<file path="src/rtl/bus_arbiter_pkg.sv">
// Shared types and constants for the 4-master round-robin bus arbiter.
// Grants are active-low, so ENABLE_/DISABLE_ name the pin levels rather than logic truth.
package bus_arbiter_pkg;

  localparam int BUS_OWNER_W      = 2;
  localparam int BUS_NUM_MASTERS  = 4;
  localparam int BUS_ARB_MAX_HOLD = 16;

  typedef logic [BUS_OWNER_W-1:0] bus_owner_t;

  localparam bus_owner_t BUS_OWNER_MASTER_0 = 2'h0;
  localparam bus_owner_t BUS_OWNER_MASTER_1 = 2'h1;
  localparam bus_owner_t BUS_OWNER_MASTER_2 = 2'h2;
  localparam bus_owner_t BUS_OWNER_MASTER_3 = 2'h3;

  localparam logic ENABLE_  = 1'b0;
  localparam logic DISABLE_ = 1'b1;

  // The state encoding is the owner index, so the state register drives the owner port directly.
  typedef enum logic [BUS_OWNER_W-1:0] {
    OWNER0 = 2'h0,
    OWNER1 = 2'h1,
    OWNER2 = 2'h2,
    OWNER3 = 2'h3
  } owner_state_e;

  function automatic logic [BUS_NUM_MASTERS-1:0] grant_decode(input owner_state_e o);
    logic [BUS_NUM_MASTERS-1:0] g;
    g = {BUS_NUM_MASTERS{DISABLE_}};
    g[o] = ENABLE_;
    return g;
  endfunction

endpackage

</file>
<file path="src/rtl/bus_arbiter_rr_pick.sv">
// Combinational round-robin picker: the first requester after the current owner.
// The same result is used when the owner releases and when its tenure expires.
module bus_rr_pick
  import bus_arbiter_pkg::*;
(
  input  logic [BUS_OWNER_W-1:0]     owner,
  input  logic [BUS_NUM_MASTERS-1:0] req,
  output logic [BUS_OWNER_W-1:0]     next_owner,
  output logic                       valid
);

  logic [BUS_OWNER_W-1:0] cand;

  // Scan from farthest to nearest so that the nearest requester is the one kept.
  always_comb begin
    next_owner = owner;
    valid      = 1'b0;
    cand       = owner;
    for (int k = BUS_NUM_MASTERS - 1; k >= 1; k--) begin
      cand = owner + BUS_OWNER_W'(k);
      if (req[cand]) begin
        next_owner = cand;
        valid      = 1'b1;
      end
    end
  end

endmodule

</file>
<file path="src/rtl/bus_arbiter.sv">
// Round-robin arbiter for the 4-master shared bus with a bounded contended tenure.
// Owner, grants and preempt all come from flops updated by the same edge.
module bus_arbiter
  import bus_arbiter_pkg::*;
#(
  parameter int MAX_HOLD = BUS_ARB_MAX_HOLD,
  parameter int HOLD_W   = 5
) (
  input  logic       clk,
  input  logic       reset,
  input  logic       m0_req_,
  input  logic       m1_req_,
  input  logic       m2_req_,
  input  logic       m3_req_,
  output logic       m0_grnt_,
  output logic       m1_grnt_,
  output logic       m2_grnt_,
  output logic       m3_grnt_,
  output logic [1:0] owner,
  output logic       preempt
);

  // With MAX_HOLD == 0 the counter never expires and simply saturates at all-ones.
  localparam logic [HOLD_W-1:0] HOLD_LAST =
    (MAX_HOLD == 0) ? {HOLD_W{1'b1}} : HOLD_W'(MAX_HOLD - 1);

  logic [BUS_NUM_MASTERS-1:0] req;
  logic                       owner_req;
  logic                       others;
  logic                       expired;
  logic [BUS_OWNER_W-1:0]     pick_owner;
  logic                       pick_valid;

  owner_state_e               state_q, state_d;
  logic [HOLD_W-1:0]          hold_cnt_q, hold_cnt_d;
  logic [BUS_NUM_MASTERS-1:0] grnt_q, grnt_d;
  logic                       preempt_q, preempt_d;

  assign req = ~{m3_req_, m2_req_, m1_req_, m0_req_};

  bus_rr_pick u_pick (
    .owner      (state_q),
    .req        (req),
    .next_owner (pick_owner),
    .valid      (pick_valid)
  );

  always_comb begin
    owner_req  = req[state_q];
    others     = |(req & ~(4'b0001 << state_q));
    expired    = (MAX_HOLD != 0) && others && owner_req && (hold_cnt_q == HOLD_LAST);
    state_d    = state_q;
    hold_cnt_d = '0;
    preempt_d  = 1'b0;
    if (owner_req && !expired) begin
      if (others) begin
        hold_cnt_d = (hold_cnt_q == HOLD_LAST) ? hold_cnt_q : hold_cnt_q + 1'b1;
      end
    end else if (pick_valid) begin
      // Either a voluntary release or an expiry; expiry is flagged for one cycle.
      state_d   = owner_state_e'(pick_owner);
      preempt_d = expired;
    end
    grnt_d = grant_decode(state_d);
  end

  always_ff @(posedge clk or negedge reset) begin
    if (!reset) begin
      state_q    <= OWNER0;
      hold_cnt_q <= '0;
      grnt_q     <= grant_decode(OWNER0);
      preempt_q  <= 1'b0;
    end else begin
      state_q    <= state_d;
      hold_cnt_q <= hold_cnt_d;
      grnt_q     <= grnt_d;
      preempt_q  <= preempt_d;
    end
  end

  assign owner    = state_q;
  assign m0_grnt_ = grnt_q[0];
  assign m1_grnt_ = grnt_q[1];
  assign m2_grnt_ = grnt_q[2];
  assign m3_grnt_ = grnt_q[3];
  assign preempt  = preempt_q;

endmodule

</file>
<file path="config.mk">
export PLATFORM = sky130hd
export DESIGN_NAME = bus_arbiter
export DESIGN_NICKNAME = d
export VERILOG_FILES = /design/src/rtl/bus_arbiter_pkg.sv /design/src/rtl/bus_arbiter_rr_pick.sv /design/src/rtl/bus_arbiter.sv
export SDC_FILE = /design/constraint.sdc
export NUM_CORES = 1
export LEC_CHECK = 0
export BUFFER_PORTS_ARGS = -buffer_cell sky130_fd_sc_hd__buf_2
export CORE_ASPECT_RATIO = 1.2
export CORE_MARGIN = 1.5
export CORE_UTILIZATION = 45
export CTS_BUF_LIST = sky130_fd_sc_hd__clkbuf_16
export DETAILED_ROUTE_END_ITERATION = 10
export PLACE_DENSITY = 0.68
export SLEW_MARGIN = 25
export SYNTH_ARGS = -nofsm -noshare
export SYNTH_HDL_FRONTEND = slang
export SYNTH_SLANG_ARGS = --single-unit
</file>
<file path="constraint.sdc">
create_clock -name clk -period 2.5 [get_ports clk]
set_clock_uncertainty 0.1 [all_clocks]
set_input_delay 0.25 -clock clk [delete_from_list [all_inputs] [get_ports clk]]
set_output_delay 0.25 -clock clk [all_outputs]
set_load 0.01 [all_outputs]
</file>
==> results.json <==
{
  "status": "completed",
  "rows": 16,
  "place_hpwl_mm": 1.24,
  "grt_use_met3_pct": 3.33,
  "start_util_pct": 48.3,
  "fp.dieArea_um2": 2050,
  "crit_chain": "inv_1 > ha_4 > nor2b_1 > o21ai_0 > a311oi_1 > or4_1 > o21a_1 > o22a_1",
  "diodes": 0,
  "synth_nets": 94,
  "grt-ovfl-total": 0,
  "vias_per_cell": 5.85,
  "clockRootBuffer": "clkbuf_16",
  "drtAntennaViolNets": 0,
  "ys_warn_count": 0,
  "clk_pin_slew_worst_paths_ps": 40,
  "synth_cells": 82,
  "post_synth_instance_area_um2": 803,
  "grt_pass1_vias": 722,
  "tns_ps": 0,
  "finalHoldViolCount": 0,
  "portBuffers": 12,
  "synth_top_area_share_pct": 28.0,
  "fin_crit_ps": 2320,
  "whs_ps": 323,
  "drive_above_1_share_pct": 27.0,
  "cts_tree": "done",
  "cts.htree.levels": 1,
  "die_x_um": 41.6,
  "final_core_util_pct": 59.9,
  "use_met2_pct": 34.6,
  "antenna_found_initial": 0,
  "place.gp.congestion": 0.881,
  "drt_pass1_iterations": 4,
  "drc": 0,
  "p_per_area_nw_per_um2": 1360,
  "clkSinkCount": 12,
  "dr.first_iter.drc_count": 8,
  "num-nets-final": 113,
  "coreArea_um2": 1660,
  "start_kind": "flip-flop",
  "grtUsageMet1_pct": 21.4,
  "crit_required_ps": 2560,
  "wire_per_inst_um": 14.1,
  "crit_type": "flip-flop to flip-flop",
  "critPathLaunch": "owner[1]$_DFF_PN0_",
  "synth_area_leader_cell": "dfrtp_1",
  "vdd_drop_max_mv": 0.729,
  "critPathMaxStageDelay_ps": 500,
  "num_io_pins": 13,
  "grt_usage_pct": 19.8,
  "setup_viol": 0,
  "drt_wl_total_mm": 1.66,
  "tightest_slew_ps": 409,
  "clock.fmax_mhz": 431,
  "synth_cell_type_count": 33,
  "maxCapViolCount": 0,
  "syn_area_per_cell_um2": 9.80,
  "vias": 690,
  "hold_class": "input pin to async pin",
  "leakage_nw": 0.450,
  "fp.dieH_um": 49.3,
  "crit_slowest_cell": "or4_1",
  "grt_max_degree": 13,
  "area_growth_syn_to_layout_pct": 24.0,
  "critPathCaptureType": "flip-flop",
  "rsz0062_at_grt": "no",
  "top_usage_layer": "met2",
  "clkLatencyLatePin_ps": 230,
  "drv_slew": 0,
  "period_share_pct": 92.8,
  "numCtsBuffers": 3,
  "worstPathMaxFanout": 7,
  "post_cts_buffers": 0,
  "r2r_start": "owner[1]$_DFF_PN0_",
  "ys_top_cells_by_area": "dfrtp_1, dfstp_2, ha_1, mux4_2, nor2_1",
  "cp.arrival_ps": 2380,
  "yosysSeqAreaShare_pct": 37.9,
  "grt_pass1_wl_mm": 3.09,
  "max_slew_margin_pct": 72.5,
  "ys_ff_latch": 12,
  "clockBufferDepth": 2
}
[logic make-up after synthesis]
group / count (synthesis) / synth area share (%)
AND/OR/NAND/NOR: 28 / 17.9
AO/OA/AOI/OAI: 22 / 19.0
flip-flops: 12 / 37.9
buffers and inverters: 7 / 4.36
adder cells (fa/ha/maj): 6 / 9.35
multiplexers: 4 / 8.26
XOR/XNOR: 3 / 3.27
[metal layers]
layer  up-vias  part of all wire [%]  routed length [um]
li1        340                     -                   -
met1       334                    41                 675
met2        10                    55                 910
met3         6                   1.3                  21
met4         0                   3.2                  54
met5         -                     0                   0
[repair_timing]
action | CTS | global route
hold endpoints to repair | 9 | 0
hold buffers | 1 | 0
gates resized for setup | 0 | 1
endpoints found under the setup margin | 0 | 2
[through the flow]
| stage | std cells | setup WS [ps] | power (mW) | cell area, um^2 |
|---|---|---|---|---|
| 3_3_place_gp | 113 | 128 | 1.06 | 906 |
| 2_1_floorplan | 82 | 25.8 | 0.902 | 820 |
| 5_1_grt | 118 | 45.5 | 1.49 | 996 |
| 6_report | 118 | 181 | 1.36 | 996 |
| 3_5_place_dp | 113 | 153 | 1.07 | 906 |
| 4_1_cts | 118 | 117 | 1.36 | 995 |
[worst paths after layout]
check / to / slack [ps] / depth (start not counted)
max reg2reg: grnt_q[3]$_DFF_PN1_ / 180 / 8
max: grnt_q[3]$_DFF_PN1_ / 180 / 8
min: hold_cnt_q[4]$_DFFE_PN0P_ / 320 / 2
min reg2reg: hold_cnt_q[0]$_DFFE_PN0P_ / 360 / 1
min in group clk: hold_cnt_q[0]$_DFFE_PN0P_ / 360 / 1
max in group asynchronous: grnt_q[1]$_DFF_PN1_ / 1710 / 2
[registers in the layout (all words and copies together), names as in the netlist]
| register | flops |
|---|---|
| owner | 2 |
| hold_cnt_q | 5 |
| grnt_q | 4 |
| preempt | 1 |
[Yosys cell counts (all sizes together)]
| cell | count |
|---|---|
| xnor2 | 2 |
| nand2b | 1 |
| dfrtp | 9 |
| a41o | 1 |
| or4 | 1 |
| nor4 | 2 |
| xor2 | 1 |
| o21a | 1 |
| a311oi | 1 |
| a31oi | 4 |
| nor3 | 1 |
| mux2i | 1 |
| dfstp | 3 |
| a21oi | 2 |
| buf | 2 |
| or2b | 1 |
| a41oi | 1 |
| a21o | 1 |
| o22a | 3 |
| and3 | 2 |
| ha | 6 |
| mux2 | 1 |
| nor2 | 10 |
| o21ai | 5 |
| nand3 | 2 |
| nand2 | 2 |
| mux4 | 2 |
| inv | 5 |
| nor2b | 6 |
| o221ai | 1 |
| a211oi | 2 |
[critical path: cells and delay by family (launching register included)]
family | cells | cell delay [ps]
adder cells (fa/ha/maj) | 1 | 250
buffers and inverters | 1 | 170
AND/OR/NAND/NOR | 2 | 630
AO/OA/AOI/OAI | 4 | 650
flip-flops | 1 | 450
[final cells by class]
class | count | area, um^2
tap | 18 | 22.5
inverter | 5 | 18.8
fill | 143 | 666
clock buffer | 3 | 75.1
timing repair buffer | 16 | 92.6
clock inverter | 1 | 3.75
sequential | 12 | 307
multi-input combinational | 63 | 477
[power breakdown]
| group | switching [mW] | internal [mW] |
|---|---|---|
| Clock | 0.0756 | 0.210 |
| Sequential | 0.0544 | 0.277 |
| Combinational | 0.396 | 0.343 |
| Total | 0.526 | 0.830 |
[layout by cell type (no fill, tap or decap), drive strengths merged, types with 2 or more instances in the layout]
cell type / instances
a211oi: 2
a21oi: 2
a31oi: 4
and3: 2
buf: 15
clkbuf: 3
dfrtp: 9
dfstp: 3
ha: 6
inv: 5
mux4: 2
nand2: 2
nand3: 2
nor2: 10
nor2b: 6
nor4: 2
o21ai: 5
o22a: 3
xnor2: 2
Power figures use the tool's default switching activity.
